### config.mk
export PLATFORM = sky130hd
export DESIGN_NAME = retire_ctrl_flat
export DESIGN_NICKNAME = d
export VERILOG_FILES = /design/src/rtl/retire_ctrl_if.sv /design/src/rtl/retire_ctrl.sv /design/src/flat_wrapper.sv
export SDC_FILE = /design/constraint.sdc
export NUM_CORES = 1
export LEC_CHECK = 0
export ABC_AREA = 1
export CAP_MARGIN = 20
export CELL_PAD_IN_SITES_DETAIL_PLACEMENT = 1
export CELL_PAD_IN_SITES_GLOBAL_PLACEMENT = 1
export CORE_MARGIN = 8
export CORE_UTILIZATION = 41
export CTS_CLUSTER_SIZE = 20
export DETAILED_ROUTE_END_ITERATION = 12
export GPL_ROUTABILITY_DRIVEN = 0
export PLACE_DENSITY = 0.95
export SLEW_MARGIN = 20
export SYNTH_ARGS = -nofsm -noshare
export SYNTH_HDL_FRONTEND = slang
export SYNTH_SLANG_ARGS = --single-unit
export TNS_END_PERCENT = 10
### constraint.sdc
create_clock -name clock -period 5.2 [get_ports clock]
set_clock_uncertainty 0.15 [all_clocks]
set_input_delay 0.78 -clock clock [delete_from_list [all_inputs] [get_ports clock]]
set_output_delay 0.78 -clock clock [all_outputs]
set_load 0.02 [all_outputs]
### src/rtl/retire_ctrl_if.sv
// ROB-head / retire-control bundle: head status flows in, retire count and pipeline control flow out.
interface retire_ctrl_if #(
  parameter int N     = 3,
  parameter int CNT_W = 32
);
  localparam int VW = $clog2(N + 1);

  logic [VW-1:0]    outputs_valid;
  logic [N-1:0]     head_complete;
  logic [N-1:0]     head_mispred;
  logic [N-1:0]     head_halt;
  logic [VW-1:0]    num_retiring;
  logic             flush;
  logic             stall_dispatch;
  logic             halted;
  logic [CNT_W-1:0] retire_count;

  modport master (
    output outputs_valid, head_complete, head_mispred, head_halt,
    input  num_retiring, flush, stall_dispatch, halted, retire_count
  );

  modport slave (
    input  outputs_valid, head_complete, head_mispred, head_halt,
    output num_retiring, flush, stall_dispatch, halted, retire_count
  );
endinterface

### src/rtl/retire_ctrl.sv
// In-order retirement: frees the complete ROB head prefix combinationally; flush/recover/halt sequencing
// and the retired-instruction counter are registered (flush one cycle after the mispredict retires).
module retire_ctrl #(
  parameter int N              = 3,
  parameter int RECOVER_CYCLES = 2,
  parameter int CNT_W          = 32
) (
  input  logic         clock,
  input  logic         reset,
  retire_ctrl_if.slave rob
);
  localparam int VW = $clog2(N + 1);

  typedef enum logic [1:0] {RUN, FLUSH, RECOVER, HALT} state_t;

  state_t           state;
  state_t           state_nxt;
  logic [3:0]       rcv_cnt;
  logic [3:0]       rcv_cnt_nxt;
  logic [VW-1:0]    prefix_len;
  logic             scan_stop;
  logic             end_mispred;
  logic             end_halt;
  logic [VW-1:0]    num_ret;
  logic             flush_q;
  logic             stall_q;
  logic             halted_q;
  logic [CNT_W-1:0] count_q;

  // Walk oldest-first; the first flagged entry still retires but closes the group.
  always_comb begin
    prefix_len  = '0;
    scan_stop   = 1'b0;
    end_mispred = 1'b0;
    end_halt    = 1'b0;
    for (int i = 0; i < N; i++) begin
      if (!scan_stop) begin
        if ((VW'(i) < rob.outputs_valid) && rob.head_complete[i]) begin
          prefix_len = prefix_len + VW'(1);
          if (rob.head_halt[i]) begin
            end_halt  = 1'b1;
            scan_stop = 1'b1;
          end else if (rob.head_mispred[i]) begin
            end_mispred = 1'b1;
            scan_stop   = 1'b1;
          end
        end else begin
          scan_stop = 1'b1;
        end
      end
    end
  end

  // Gated by reset so nothing retires while the block is held in reset.
  assign num_ret = (reset && (state == RUN)) ? prefix_len : '0;

  always_comb begin
    state_nxt   = state;
    rcv_cnt_nxt = rcv_cnt;
    case (state)
      RUN: begin
        if (end_halt)         state_nxt = HALT;
        else if (end_mispred) state_nxt = FLUSH;
      end
      FLUSH: begin
        state_nxt   = RECOVER;
        rcv_cnt_nxt = 4'(RECOVER_CYCLES - 1);
      end
      RECOVER: begin
        if (rcv_cnt == 4'd0) state_nxt = RUN;
        else                 rcv_cnt_nxt = rcv_cnt - 4'd1;
      end
      default: state_nxt = state;
    endcase
  end

  always_ff @(posedge clock or negedge reset) begin
    if (!reset) begin
      state    <= RUN;
      rcv_cnt  <= '0;
      flush_q  <= 1'b0;
      stall_q  <= 1'b0;
      halted_q <= 1'b0;
      count_q  <= '0;
    end else begin
      state    <= state_nxt;
      rcv_cnt  <= rcv_cnt_nxt;
      flush_q  <= (state_nxt == FLUSH);
      stall_q  <= (state_nxt == FLUSH) || (state_nxt == RECOVER);
      halted_q <= (state_nxt == HALT);
      count_q  <= count_q + CNT_W'(num_ret);
    end
  end

  assign rob.num_retiring   = num_ret;
  assign rob.flush          = flush_q;
  assign rob.stall_dispatch = stall_q;
  assign rob.halted         = halted_q;
  assign rob.retire_count   = count_q;
endmodule

### src/flat_wrapper.sv
// flat-port wrapper written by rule: the top's interface ports become plain ports
module retire_ctrl_flat 
#(
  parameter int N              = 3,
  parameter int RECOVER_CYCLES = 2,
  parameter int CNT_W          = 32
)
  (clock, reset, rob_outputs_valid, rob_head_complete, rob_head_mispred, rob_head_halt, rob_num_retiring, rob_flush, rob_stall_dispatch, rob_halted, rob_retire_count);
  retire_ctrl_if #(.N(N), .CNT_W(CNT_W)) rob_i ();
  input  logic clock;
  input  logic reset;
  input wire logic [$bits(rob_i.outputs_valid)-1:0] rob_outputs_valid;
  input wire logic [$bits(rob_i.head_complete)-1:0] rob_head_complete;
  input wire logic [$bits(rob_i.head_mispred)-1:0] rob_head_mispred;
  input wire logic [$bits(rob_i.head_halt)-1:0] rob_head_halt;
  output wire logic [$bits(rob_i.num_retiring)-1:0] rob_num_retiring;
  output wire logic [$bits(rob_i.flush)-1:0] rob_flush;
  output wire logic [$bits(rob_i.stall_dispatch)-1:0] rob_stall_dispatch;
  output wire logic [$bits(rob_i.halted)-1:0] rob_halted;
  output wire logic [$bits(rob_i.retire_count)-1:0] rob_retire_count;
  assign rob_i.outputs_valid = rob_outputs_valid;
  assign rob_i.head_complete = rob_head_complete;
  assign rob_i.head_mispred = rob_head_mispred;
  assign rob_i.head_halt = rob_head_halt;
  assign rob_num_retiring = rob_i.num_retiring;
  assign rob_flush = rob_i.flush;
  assign rob_stall_dispatch = rob_i.stall_dispatch;
  assign rob_halted = rob_i.halted;
  assign rob_retire_count = rob_i.retire_count;
  retire_ctrl #(.N(N), .RECOVER_CYCLES(RECOVER_CYCLES), .CNT_W(CNT_W)) u_core (.clock(clock), .reset(reset), .rob(rob_i));
endmodule
==> results.sh, run 1 <==
export IMPL_status="finished clean"
export IMPL_root_buffer="clkbuf_8"
export IMPL_insertion_delay_ns=0.30
export IMPL_clk_path_buf_depth=2
export IMPL_max_freq_ghz=0.238
export IMPL_tightestPinTransition_ns=0.523
export IMPL_htree_levels=2
export IMPL_fin_crit_sh_pct=80.7
export IMPL_slew_viol_final=0
export IMPL_p_leak_nw=1.49
export IMPL_track_usage_pct=17.1
export IMPL_syn2layout_area_growth_pct=30.1
export IMPL_ant_nets=0
export IMPL_timing_slew_headroom_pct=65.1
export IMPL_finalWirelength_um=6750
export IMPL_synthesis_nets=286
export IMPL_holdWs_ns=0.354
export IMPL_multi_input_area_sq_mm=0.00115
export IMPL_coreArea_sq_mm=0.00551
export IMPL_grt_pass1_wl_um=11600
export IMPL_ctsResizeCount=0
export IMPL_synth_area_leaders="dfrtp_1 44%, nand2_1 8.2%, inv_1 6.1%, xor2_1 6.0%, nand3_1 4.7%"
export IMPL_routed_wire_length_per_instance_um=17.1
export IMPL_syn_avg_cell_area_sq_um=8.74
export IMPL_antenna_found_initial=0
export IMPL_cp_buffers_inverters=3
export IMPL_synth_top_area_share_pct=44.1
export IMPL_drt_iter0_drc=83
export IMPL_syn_area_sq_mm=0.00233
export IMPL_rows=27
export IMPL_crit_cells=10
export IMPL_yosysSeqAreaShare_pct=44.1
export IMPL_min_path_type="reg2reg"
export IMPL_placed_cells=388
export IMPL_rsz0062_at_grt="false"
export IMPL_die_x_um=91.3
export IMPL_die_area_sq_mm=0.00834
export IMPL_cp_max_fo=4
export IMPL_avgViaCountPerCell=5.17
export IMPL_power_per_cell_area_mw_per_mm2=306
export IMPL_vias=2047
export IMPL_ys_types=32
export IMPL_n_antenna_cell=0
export IMPL_period_minus_slack_ns=4.20
export IMPL_worstSetupPathType="in2out"
export IMPL_syn_inst=266
export IMPL_nets=343
export IMPL_cts_buffers=5
export IMPL_yosys_most_used_dff="dfrtp_1"
export IMPL_dp_slack_ns=1.03
export IMPL_grt_max_degree=42
export IMPL_die_height_um=91.3
export IMPL_end_kind="output port"
export IMPL_cp_slowest_cell="clkdlybuf4s50_1"
export IMPL_portBuffers=49
export IMPL_vdd_ir_drop_max_mv=0.135
export IMPL_holdPathStages=1
export IMPL_reg2regPathDepth=10
export IMPL_boundaryPins=50
export IMPL_seqCellArea_sq_mm=0.00103
export IMPL_maxCapViolations=0
export IMPL_gr_total_overflow=0
export IMPL_grt_pass1_vias=2248
export IMPL_synthArstFlopShare_pct=100
export IMPL_critPathTopFamily="buffers and inverters"
export IMPL_clk_pin_slew_ns=0.08
export IMPL_yosysMostFrequentCell="nand2_1"
export IMPL_cp_required_ns=4.27
export IMPL_fin_cells=396
export IMPL_synthTopCellsByCount="51 x nand2_1, 41 x dfrtp_1, 38 x inv_1, 26 x nor2_1, 22 x nand3_1"
export IMPL_hold_buffers=0
export IMPL_layout_drive_gt1_share_pct=11.1
export IMPL_synth_top_cell_by_area="dfrtp_1"
export IMPL_drc=0
export IMPL_finalHoldViolCount=0
export IMPL_yosys_register_bits=41
export IMPL_finalSetupViolations=0
export IMPL_cts_sinks=41
export IMPL_fin_setup_tns_ns=0
export IMPL_fill_cells=643
export IMPL_crit_path_cell_trace="clkdlybuf4s50_1, o21ai_2, inv_1, ha_1, nor2_1, nor2_1, nand2_1, nand3_1, a21oi_1, clkdlybuf4s50_1"
export IMPL_dr_pass1_iters=4
export IMPL_dp_final_hpwl_um=5320
export IMPL_arrival_ns=3.27
export IMPL_start_kind="input pin"
export IMPL_postCtsSetupBuffers=0
export IMPL_synth_edf_count=0
export IMPL_start_util_pct=42.2
export IMPL_yosys_warnings=0
export IMPL_slowest_delay_ns=0.67
export IMPL_fin_area_sq_mm=0.00303
export IMPL_cts_tree="done"
export IMPL_setup_ws_ns=1.00
export IMPL_placed_cell_area_sq_mm=0.00291
==> kinds of logic after synthesis <==
kind of cell	Yosys count	synth area share, %
fa+ha+maj	7	4.09
simple gates	141	31.8
compound gates	11	2.91
buf+inv	39	6.29
flops	41	44.1
xor+xnor	27	10.8
==> cell usage in the layout (no fill, tap or decap), types with 6 or more instances in the layout <==
| cell type | synthesis | layout |
|---|---|---|
| xnor2_1 | 9 | 9 |
| nor3_1 | 7 | 7 |
| ha_1 | 6 | 6 |
| clkdlybuf4s50_1 | 0 | 48 |
| xor2_1 | 16 | 16 |
| inv_1 | 38 | 38 |
| nor2_1 | 26 | 26 |
| clkbuf_8 | 0 | 6 |
| nand4_1 | 6 | 6 |
| dfrtp_1 | 41 | 41 |
| nand3_1 | 22 | 22 |
| nand2_1 | 51 | 51 |
| nor2_2 | 8 | 8 |
==> power by group <==
part | internal, mW | total [mW] | switching [mW]
Clock | 0.157 | 0.272 | 0.116
Combinational | 0.102 | 0.265 | 0.162
Sequential | 0.363 | 0.387 | 0.0245
Total | 0.622 | 0.924 | 0.302
==> path summary, 6_finish.rpt <==
path / from / endpoint / slack [ns]
max in group asynchronous: reset / u_core.rob.retire_count[10] / 4.11
min in group asynchronous: reset / u_core.rob.retire_count[18] / 0.43
max reg2reg: flop / u_core.rob.retire_count[28] / 2.78
max: rob_outputs_valid[1] / rob_num_retiring[1] / 1.00
min: u_core.rob.retire_count[28] / u_core.rob.retire_count[28] / 0.35
min reg2reg: u_core.rob.retire_count[28] / u_core.rob.retire_count[28] / 0.35
==> state kept, by name (all words and copies together) (netlist names), named ones only <==
signal / flops
u_core.rcv_cnt: 4
u_core.rob.stall_dispatch: 1
u_core.state: 1
u_core.rob.halted: 1
u_core.rob.flush: 1
u_core.rob.retire_count: 32
==> final cells by class <==
class / instances / area share, %
clock buffer: 7 / 2.85
sequential: 41 / 33.9
inverter: 39 / 4.84
timing repair buffer: 50 / 16.3
tap: 72 / 2.98
clock inverter: 1 / 0.993
multi-input combinational: 186 / 38.1
==> stage by stage <==
step / total power, mW / utilization (%)
6_report: 0.924 / 54.9
5_1_grt: 0.980 / 54.9
4_1_cts: 0.930 / 54.9
3_5_place_dp: 0.653 / 52.8
3_3_place_gp: 0.626 / 52.8
2_1_floorplan: 0.545 / -
==> routing by layer <==
layer / GRT usage (%) / part of all wire (%) / vias up
met4: 6.55 / 1.7 / 0
met1: 20.7 / 42 / 1031
met5: 0 / 0 / -
met3: 4.36 / 5.0 / 13
met2: 28.5 / 51 / 43
li1: - / - / 960
==> worst reg2reg max path, delay by kind of cell, from the launching register on <==
family	cells	cell delay (ns)
xor gates and xnor gates	1	0.14
adders and majority gates	2	0.52
DFF	1	0.41
and+or+nand+nor	7	1.15
No activity file was read; power rests on OpenSTA's default activity.
==> inputs of run 2 (changes only) <==
Settings changed: CORE_UTILIZATION 41 to 34, PLACE_DENSITY 0.95 to 0.86.
Clock period 5.2 ns to 3.85 ns, I/O delays scaled along.
==> run 2 against run 1 <==
Effect of this change: first-iteration DRC count is 47% lower; non-clock buffer count is the same; clock power grew 35%; sequential share of layout area down 0.18 points; global-route usage decreased by 3.4 points; sequential power grew 34%; critical path depth decreased by 1; die area grew 17%; final cell count grew 2.0%; worst setup slack worse by 0.83 ns; via count down 3.2%; largest power group unchanged.
==> results.sh, run 2 (synthesis results as in run 1) <==
export IMPL_crit_cells=9
export IMPL_cp_required_ns=3.12
export IMPL_largest_reg_flops=32
export IMPL_vdd_ir_drop_max_mv=0.140
export IMPL_critPathTopFamily="buffers and inverters"
export IMPL_start_kind="input pin"
export IMPL_portBuffers=49
export IMPL_max_freq_ghz=0.272
export IMPL_power_per_cell_area_mw_per_mm2=404
export IMPL_htree_levels=2
export IMPL_utilization_pct=45.3
export IMPL_grt_max_degree=42
export IMPL_cp_slowest_cell="clkdlybuf4s50_1"
export IMPL_die_x_um=98.7
export IMPL_worstSetupPathType="in2out"
export IMPL_coreArea_sq_mm=0.00672
export IMPL_cp_buffers_inverters=3
export IMPL_period_minus_slack_ns=3.67
export IMPL_power_frac_comb_pct=27.9
export IMPL_postCtsSetupBuffers=0
export IMPL_cts_sinks=41
export IMPL_fin_crit_sh_pct=95.4
export IMPL_cp_max_fo=4
export IMPL_cts_tree="done"
export IMPL_end_kind="output port"
export IMPL_p_sw_uw=388
export IMPL_fin_area_sq_mm=0.00304
export IMPL_share_seq_of_total_power_pct=42.3
export IMPL_p_leak_nw=1.51
export IMPL_placed_cell_area_sq_mm=0.00292
export IMPL_clk_pin_slew_ns=0.09
export IMPL_swShare_pct=31.6
export IMPL_boundaryPins=50
export IMPL_root_buffer="clkbuf_8"
export IMPL_clk_path_buf_depth=2
export IMPL_placed_cells=396
export IMPL_start_util_pct=34.6
export IMPL_fin_setup_tns_ns=0
export IMPL_finalSetupViolations=0
export IMPL_power_share_clock_pct=29.8
export IMPL_insertion_delay_ns=0.30
export IMPL_gr_total_overflow=0
export IMPL_layout_drive_gt1_share_pct=11.4
export IMPL_fin_cells=404
export IMPL_slew_viol_final=0
export IMPL_timing_slew_headroom_pct=65.2
export IMPL_antenna_found_initial=0
export IMPL_die_height_um=98.7
export IMPL_routed_wire_length_per_instance_um=15.7
export IMPL_finalHoldViolCount=0
export IMPL_drt_iter0_drc=44
export IMPL_grt_pass1_wl_um=10900
export IMPL_rows=30
export IMPL_maxCapViolations=0
export IMPL_slowest_delay_ns=0.67
export IMPL_final_common_cell="nand2_1"
export IMPL_vias=1981
export IMPL_power_internal_uw=841
export IMPL_drc=0
export IMPL_min_path_type="in2async"
export IMPL_arrival_ns=2.95
export IMPL_syn2layout_area_growth_pct=30.8
export IMPL_dp_final_hpwl_um=5030
export IMPL_ant_nets=0
export IMPL_tightestPinTransition_ns=0.522
export IMPL_n_antenna_cell=0
export IMPL_most_common_layout_cells="51 x nand2_1, 47 x clkdlybuf4s50_1, 41 x dfrtp_1, 38 x inv_1, 26 x nor2_1"
export IMPL_rsz0062_at_grt="false"
export IMPL_avgViaCountPerCell=4.90
export IMPL_cts_buffers=5
export IMPL_die_area_sq_mm=0.00974
export IMPL_status="finished clean"
export IMPL_track_usage_pct=13.7
export IMPL_nets=343
export IMPL_finalPower_mw=1.23
export IMPL_reg2regPathDepth=10
export IMPL_crit_path_cell_trace="clkdlybuf4s50_1, o21ai_2, inv_1, ha_1, nor2_1, nor2_1, nand2_1, nor3b_1, clkdlybuf4s50_1"
export IMPL_finalWirelength_um=6340
export IMPL_grt_pass1_vias=2253
export IMPL_dr_pass1_iters=4
-- run 2: final cells by class --
cell class | count | area (sq um)
fillers | 787 | 3680
multi-input cells | 186 | 1160
flip-flops and latches | 41 | 1030
repair buffers | 50 | 495
inverters | 39 | 146
well taps | 80 | 100
clock buffers | 7 | 86.3
clock inverters | 1 | 30.0
-- run 2: final timing paths --
check                                                 start                     endpoint  slack [ns]
worst max-delay path                   rob_outputs_valid[1]          rob_num_retiring[0]        0.18
worst min-delay path                                  reset  u_core.rob.retire_count[11]        0.24
worst max register to register                         flop  u_core.rob.retire_count[28]        1.44
worst min register to register  u_core.rob.retire_count[28]  u_core.rob.retire_count[28]        0.34
max in group asynchronous                             reset   u_core.rob.retire_count[1]        2.94
min in group clock              u_core.rob.retire_count[28]  u_core.rob.retire_count[28]        0.34
-- run 2: per-layer routing --
| layer | up-vias | global-route usage [%] | wire length [um] |
|---|---|---|---|
| met5 | - | 0 | 0 |
| met4 | 0 | 4.60 | 114 |
| met3 | 10 | 3.88 | 316 |
| met2 | 34 | 25.1 | 3320 |
| met1 | 981 | 14.8 | 2590 |
| li1 | 956 | - | - |
-- run 2: power groups by stage --
| stage | combinational (mW) | sequential, mW | clock, mW |
|---|---|---|---|
| after CTS | 0.349 | 0.522 | 0.375 |
| after floorplan | 0.177 | 0.559 | 0 |
| after global routing | 0.389 | 0.528 | 0.386 |
| final | 0.343 | 0.520 | 0.366 |
| after global placement | 0.322 | 0.527 | 0 |
| after detailed placement | 0.345 | 0.532 | 0 |
-- run 2: what timing repair did --
action / 4_1_cts / 5_1_grt
resized for setup: 0 / 2
endpoints found under the setup margin: 0 / 1
hold buffers: 0 / 0
-- run 2: stage by stage --
stage | hold slack [ns] | worst slack [ns]
3_5_place_dp | 0.343 | 0.0650
5_1_grt | 0.299 | 0.0391
6_report | 0.243 | 0.177
4_1_cts | 0.271 | 0.0537
2_1_floorplan | 0.132 | 0.574
3_3_place_gp | 0.329 | 0.245
